`src/rtl/muldiv_unit.sv`:
```
// muldiv_unit
//   Execute-stage multiply/divide controller. Owns the architectural HI/LO
//   registers, runs MULT/MULTU on an internal two-stage 33x33 multiplier and
//   drives an external iterative divider through a div_op / div_done handshake.
//   The pipeline is held via `stall` while an operation is in progress.
//
// Ports
//   clk, rst_n              clock, asynchronous active-low reset
//   ex_valid, ex_op         EX instruction valid and opcode
//                           (001 MULT, 010 MULTU, 011 DIV, 100 DIVU, 101 MTHI, 110 MTLO)
//   ex_rs, ex_rt            source operands (rs = dividend / multiplicand)
//   ex_flush                cancel the in-flight operation
//   stall                   hold EX and earlier stages
//   hi, lo                  architectural HI/LO
//   div_op                  divider command: 10 signed, 01 unsigned, 00 idle
//   div_dividend/divisor    registered divider operands
//   div_result, div_done    divider {quotient, remainder} and idle/valid flag

module muldiv_unit (
    input  logic        clk,
    input  logic        rst_n,
    input  logic        ex_valid,
    input  logic [2:0]  ex_op,
    input  logic [31:0] ex_rs,
    input  logic [31:0] ex_rt,
    input  logic        ex_flush,
    output logic        stall,
    output logic [31:0] hi,
    output logic [31:0] lo,
    output logic [1:0]  div_op,
    output logic [31:0] div_dividend,
    output logic [31:0] div_divisor,
    input  logic [63:0] div_result,
    input  logic        div_done
);

    localparam logic [2:0] OP_MULT  = 3'b001;
    localparam logic [2:0] OP_MULTU = 3'b010;
    localparam logic [2:0] OP_DIV   = 3'b011;
    localparam logic [2:0] OP_DIVU  = 3'b100;
    localparam logic [2:0] OP_MTHI  = 3'b101;
    localparam logic [2:0] OP_MTLO  = 3'b110;

    typedef enum logic [2:0] {
        IDLE,
        MUL1,
        MUL2,
        DIV_ISSUE,
        DIV_WAIT,
        DONE
    } state_t;

    state_t state;
    state_t state_next;

    logic        take;
    logic        is_mul;
    logic        is_div;
    logic [32:0] mul_a;
    logic [32:0] mul_b;
    logic [65:0] product;
    logic        unused_product_bits;

    // Only the low 64 bits of the 33x33 product are architecturally visible.
    assign unused_product_bits = ^product[65:64];

    assign take   = ex_valid && !ex_flush;
    assign is_mul = (ex_op == OP_MULT) || (ex_op == OP_MULTU);
    assign is_div = (ex_op == OP_DIV) || (ex_op == OP_DIVU);

    always_ff @(posedge clk or negedge rst_n) begin
        if (!rst_n) begin
            state <= IDLE;
        end else begin
            state <= state_next;
        end
    end

    // Next state and stall. A DIV with a nonzero divisor stays in IDLE while
    // the divider is still finishing a previously flushed operation.
    // Stall is forced low while reset is held so the pipeline is released
    // immediately.
    always_comb begin
        state_next = state;
        stall      = 1'b0;
        case (state)
            IDLE: begin
                if (take && is_mul) begin
                    stall      = 1'b1;
                    state_next = MUL1;
                end else if (take && is_div) begin
                    stall = 1'b1;
                    if (ex_rt == 32'd0) begin
                        state_next = DONE;
                    end else if (div_done) begin
                        state_next = DIV_ISSUE;
                    end
                end
            end
            MUL1: begin
                stall      = 1'b1;
                state_next = ex_flush ? IDLE : MUL2;
            end
            MUL2: begin
                stall      = 1'b1;
                state_next = ex_flush ? IDLE : DONE;
            end
            DIV_ISSUE: begin
                stall      = 1'b1;
                state_next = ex_flush ? IDLE : DIV_WAIT;
            end
            DIV_WAIT: begin
                stall = 1'b1;
                if (ex_flush) begin
                    state_next = IDLE;
                end else if (div_done) begin
                    state_next = DONE;
                end
            end
            DONE: begin
                state_next = IDLE;
            end
            default: begin
                state_next = IDLE;
            end
        endcase
        if (!rst_n) begin
            stall = 1'b0;
        end
    end

    // Datapath. div_op defaults to idle every cycle so it is asserted only in
    // the single DIV_ISSUE cycle, which is when the divider samples it. A
    // launched divide that is then flushed keeps running in the divider; its
    // result is simply never written to HI/LO.
    always_ff @(posedge clk or negedge rst_n) begin
        if (!rst_n) begin
            hi           <= 32'd0;
            lo           <= 32'd0;
            div_op       <= 2'b00;
            div_dividend <= 32'd0;
            div_divisor  <= 32'd0;
            mul_a        <= 33'd0;
            mul_b        <= 33'd0;
            product      <= 66'd0;
        end else begin
            div_op <= 2'b00;
            case (state)
                IDLE: begin
                    if (take) begin
                        if (ex_op == OP_MTHI) begin
                            hi <= ex_rs;
                        end
                        if (ex_op == OP_MTLO) begin
                            lo <= ex_rs;
                        end
                        if (is_mul) begin
                            mul_a <= {(ex_op == OP_MULT) & ex_rs[31], ex_rs};
                            mul_b <= {(ex_op == OP_MULT) & ex_rt[31], ex_rt};
                        end
                        if (state_next == DIV_ISSUE) begin
                            div_dividend <= ex_rs;
                            div_divisor  <= ex_rt;
                            div_op       <= (ex_op == OP_DIV) ? 2'b10 : 2'b01;
                        end
                    end
                end
                MUL1: begin
                    product <= {{33{mul_a[32]}}, mul_a} * {{33{mul_b[32]}}, mul_b};
                end
                MUL2: begin
                    if (!ex_flush) begin
                        {hi, lo} <= product[63:0];
                    end
                end
                DIV_WAIT: begin
                    if (!ex_flush && div_done) begin
                        lo <= div_result[63:32];
                        hi <= div_result[31:0];
                    end
                end
                default: begin
                end
            endcase
        end
    end

endmodule

```
`config.mk`:
```
export PLATFORM = sky130hd
export DESIGN_NAME = muldiv_unit
export DESIGN_NICKNAME = d
export VERILOG_FILES = /design/src/rtl/muldiv_unit.sv
export SDC_FILE = /design/constraint.sdc
export NUM_CORES = 2
export LEC_CHECK = 0
export CORE_MARGIN = 2
export CORE_UTILIZATION = 50
export DETAILED_ROUTE_END_ITERATION = 8
export HOLD_SLACK_MARGIN = 0.06
export PLACE_DENSITY = 0.68
export RECOVER_POWER = 50
export SYNTH_ARGS = -nofsm -noshare
export SYNTH_HDL_FRONTEND = slang
export SYNTH_SLANG_ARGS = --single-unit
export TNS_END_PERCENT = 100
```
`constraint.sdc`:
```
create_clock -name clk -period 18 [get_ports clk]
set_input_delay 5.4 -clock clk [delete_from_list [all_inputs] [get_ports clk]]
set_output_delay 5.4 -clock clk [all_outputs]
set_load 0.005 [all_outputs]
```
# Yosys cells after proc, flatten, opt, wreduce, memory -nomap -nowiden
# Cells that the tools add are included.
# W data, S select, Z words.
# classes
n_mul	1
eq_ne	16
n_mux	28
bitwise	2
n_reduce_logical	15
# ops
cell	count
$mux W32	8
$pmux W32 S3	2
$mul A33 B33 Y64	1
$logic_not A32 Y1	1
$mux W3	8
$eq A3 B2 Y1 const B	5
$pmux W3 S5	1
$eq A3 B3 Y1 const B	4
$mux W2	5
$ne A2 B2 Y1 const B	5
$reduce_and A5 Y1	2
$eq A3 B1 Y1 const B	2
$reduce_and A3 Y1	2
$logic_and A1 B1 Y1	4
$reduce_or A4 Y1	1
$logic_not A3 Y1	1
$mux W1	3
$reduce_bool A3 Y1	1
$and A1 B1 Y1	2
$logic_or A1 B1 Y1	2
$pmux W1 S2	1
$logic_not A1 Y1	1
# totals
regBits	263
input_bits	136
out_inout_bits	131
wordCells	71

# Depth between registers and ports, before layout
# logic_depth
ltp_word	10
depth_mapped	28
depth_no_buf	26

# Worst setup path after synthesis
# Ideal clock, no wire load.
# synth_timing
path_type	input to output
from	input port ex_op[1]
to	output port stall
arrival_ps	6093
required_time_ps	12600
slack_ps	6507
cell_stages	4
path_buffers	0
path_cell_list	xnor2_1 > nor4b_1 > nor3_1 > a21oi_1
# synth_between
elab_chain_cells	7
elab_cells_between_ends	12
classes_between	eq/ne: 4; mux: 4; reduce/logical: 4
# synth_lines
element	line_no	rtl
start, declared	23	input logic [2:0] ex_op,
$eq A3 B2 Y1 / $eq A3 B3 Y1 (equally long branches)	69	assign is_div = (ex_op == OP_DIV) || (ex_op == OP_DIVU);
$logic_or A1 B1 Y1	69	
$logic_and A1 B1 Y1	91	end else if (take && is_div) begin
$mux W1	91	
$mux W1 *	88	if (take && is_mul) begin
$pmux W1 S2 *	86	case (state)
$mux W1 *	127	if (!rst_n) begin
end, declared	27	output logic stall,
# Every way passes the cells marked *; elsewhere a longest branch is shown, timed or not.

# Worst setup path after layout
# layout_timing
from	input port rst_n
to	output port stall
# layout_between
elab_chain_cells	1
# layout_lines
element	line_no	rtl
start, declared	21	input logic rst_n,
$mux W1	127	
# No other way between the ends.

==> impl_metrics.env <==
export IMPL_core_area_um2=99710
export IMPL_synth_cells=5291
export IMPL_drtPass1Iterations=6
export IMPL_clkTransAtPathRegs_ns=0.06
export IMPL_antenna_found_initial=5
export IMPL_grt_pass1_wl_um=227700
export IMPL_grtUsageTotal_pct=28.57
export IMPL_synth_nets=6764
export IMPL_worstPathArrival_ns=8.52
export IMPL_synthFlopType="dfrtp_1"
export IMPL_clockBufferDepth=3
export IMPL_wirelength_um=139700
export IMPL_area_growth_pct=9.547
export IMPL_setup_tns_ns=0
export IMPL_num_vias=36880
export IMPL_seq_area_frac_synth_pct=13.14
export IMPL_seq_area_um2=6589
export IMPL_synth_top_area_share_pct=44.97
export IMPL_fin_nets=6841
export IMPL_holdCritPathClass="reg2reg"
export IMPL_multi_input_area_um2=38210
export IMPL_cts_tree="built"
export IMPL_htree_levels=1
export IMPL_synth_edf_count=0
export IMPL_crit_path_start_kind="primary input"
export IMPL_timing_rr_start="mul_b[4]"
export IMPL_yosys_top_cells_area="fa_1 (45%), dfrtp_1 (13%), inv_1 (8.4%)"
export IMPL_final_setup_skew_ns=0.03146
export IMPL_insertion_delay_ns=0.58
export IMPL_yosys_area_top_type="fa_1"
export IMPL_status="finished with violations"
export IMPL_rows=116
export IMPL_die_h_um=320.5
export IMPL_synthArstFlopShare_pct=100.0
export IMPL_ctsResizeCount=0
export IMPL_drive_gt1_share_pct=5.177
export IMPL_setup_violations=0
export IMPL_initial_core_util_pct=50.22
export IMPL_drv_slew=314
export IMPL_io_pins=267
export IMPL_maxCapViolCount=5
export IMPL_overflow=0
export IMPL_fin_crit_ns=13.92
export IMPL_finalCritPeriodShare_pct=77.33
export IMPL_fmax_ghz=0.07184
export IMPL_ys_warn_count=0
export IMPL_worstSetupStartpoint="rst_n"
export IMPL_crit_fanout=44
export IMPL_cp_end_kind="output port"
export IMPL_slew_headroom_pct=-151.0
export IMPL_num_fill_cells=8908
export IMPL_ant_nets=0
export IMPL_path_class="in2out"
export IMPL_drt_iter0_drc=2549
export IMPL_cts_setup_buffers=0
export IMPL_clock_root_buffer="clkbuf_16"
export IMPL_avgRoutedWirePerCell_um=20.89
export IMPL_gp_congestion=0.9222
export IMPL_portBuffers=266
export IMPL_ys_seq_elements=263
export IMPL_rsz0062_at_grt="no"
export IMPL_synth_cell_type_count=70
export IMPL_syn_area_per_cell_um2=9.465
export IMPL_grt_pass1_vias=40470
export IMPL_grt_max_degree=155
export IMPL_dp_hpwl_um=110300
export IMPL_hold_buffers=0
export IMPL_dieArea_um2=102700
export IMPL_synth_area_um2=50080
export IMPL_die_w_um=320.5
export IMPL_hold_viol=0
export IMPL_critPathRequiredTime_ns=12.60
export IMPL_numCtsBuffers=29
export IMPL_hold_ws_ns=0.4690
export IMPL_drc=0
export IMPL_min_from="lo[30]"
export IMPL_tightest_slew_ns=3.766
export IMPL_clkSinkCount=263
export IMPL_vias_per_cell=5.515
export IMPL_failed_checks="capacitance limit, slew limit"
==> cells by family (layout without fill, tap and decap cells) <==
group                      Yosys count  count (layout)  share of synthesized area [%]
AOI/OAI and AO/OA                  457             457                          5.884
xor gates and xnor gates            70              70                          1.224
adders and majority gates         1337            1337                          50.27
buffers and inverters             1415            1513                          10.62
DFF                                263             263                          13.14
muxes                              131             131                          2.943
other                                0               1                              0
and+or+nand+nor                   1618            1618                          15.92
==> sequential cells by signal, summed over array words and instances (netlist names) <==
name / count
state: 3
div_dividend: 32
div_divisor: 32
mul_a: 33
lo: 32
product: 64
hi: 32
div_op: 2
mul_b: 33
==> critical path, cell delays in order <==
cell	delay, ns
clkbuf_1	1.96
nand2_1	0.26
a21oi_1	0.32
clkdlybuf4s50_1	0.54
==> layout by cell type (no fill, tap or decap), types with 9 or more instances in the layout <==
cell type	instances
dfrtp_1	259
nor4_1	9
buf_4	73
xnor2_1	42
a21o_1	36
nor3_1	10
dlygate4sd3_1	107
xor2_1	28
nand2b_1	81
o21ai_0	124
clkbuf_16	29
mux2_2	130
nand3_1	85
o21ai_1	20
ha_1	212
a21oi_1	58
fa_1	1125
nand2_1	785
o21bai_1	10
clkbuf_8	9
o211ai_1	75
o22ai_1	66
and2_1	535
clkbuf_1	9
nor2_1	38
nor2b_1	25
nand4_1	10
inv_1	1117
clkdlybuf4s50_1	158
==> cell usage after synthesis (all sizes together), types with 5 or more instances <==
cell and instances:
a211oi 9, a21o 36, a21oi 62, a31oi 6, and2 535, and3 8, buf 20, clkbuf 278
dfrtp 263, fa 1125, ha 212, inv 1117, mux2 130, nand2 786, nand2b 82, nand3 85
nand3b 5, nand4 10, nor2 39, nor2b 25, nor3 10, nor3b 7, nor4 10, o211ai 75
o21a 7, o21ai 147, o21bai 10, o22ai 66, o31ai 5, or3 8, xnor2 42, xor2 28
==> per-layer routing <==
metal	share of wire (%)	global-route usage, %	wire length (um)
met4	4.5	10.71	6223
met5	0.015	0	21
met1	39	36.86	55010
met3	5.4	3.315	7581
met2	51	49.53	70890
==> area by class of cell <==
cell class / instances / share of cell area (%)
timing repair buffer: 344 / 5.905
clock inverter: 10 / 0.2554
antenna: 1 / 0.004561
clock buffer: 42 / 1.576
tap: 1298 / 2.960
multi-input combinational: 3613 / 69.65
sequential: 263 / 12.01
inverter: 1117 / 7.643
==> per-stage QoR <==
step	cell area (um^2)	std cells	util, %	worst slack (ns)
after floorplan	50080	5291	-	6.507
after global placement	53890	6635	54.05	5.054
after detailed placement	53890	6635	54.05	5.054
after CTS	54900	6687	55.06	5.033
after global routing	54860	6687	55.02	3.691
final	54860	6688	55.02	4.080
==> final timing paths <==
check                                         to  depth (start not counted)  slack [ns]
worst max-delay path                       stall                          4        4.08
worst min-delay path                      lo[30]                          2        0.47
worst max register to register       product[61]                         22        9.03
worst min register to register            lo[30]                          2        0.47
max in group asynchronous              mul_a[27]                          3        9.49
min in group asynchronous       div_dividend[10]                          1        5.74
Power is not shown: default switching activity piles up to over one toggle a cycle in this logic, so the estimate is an artifact.
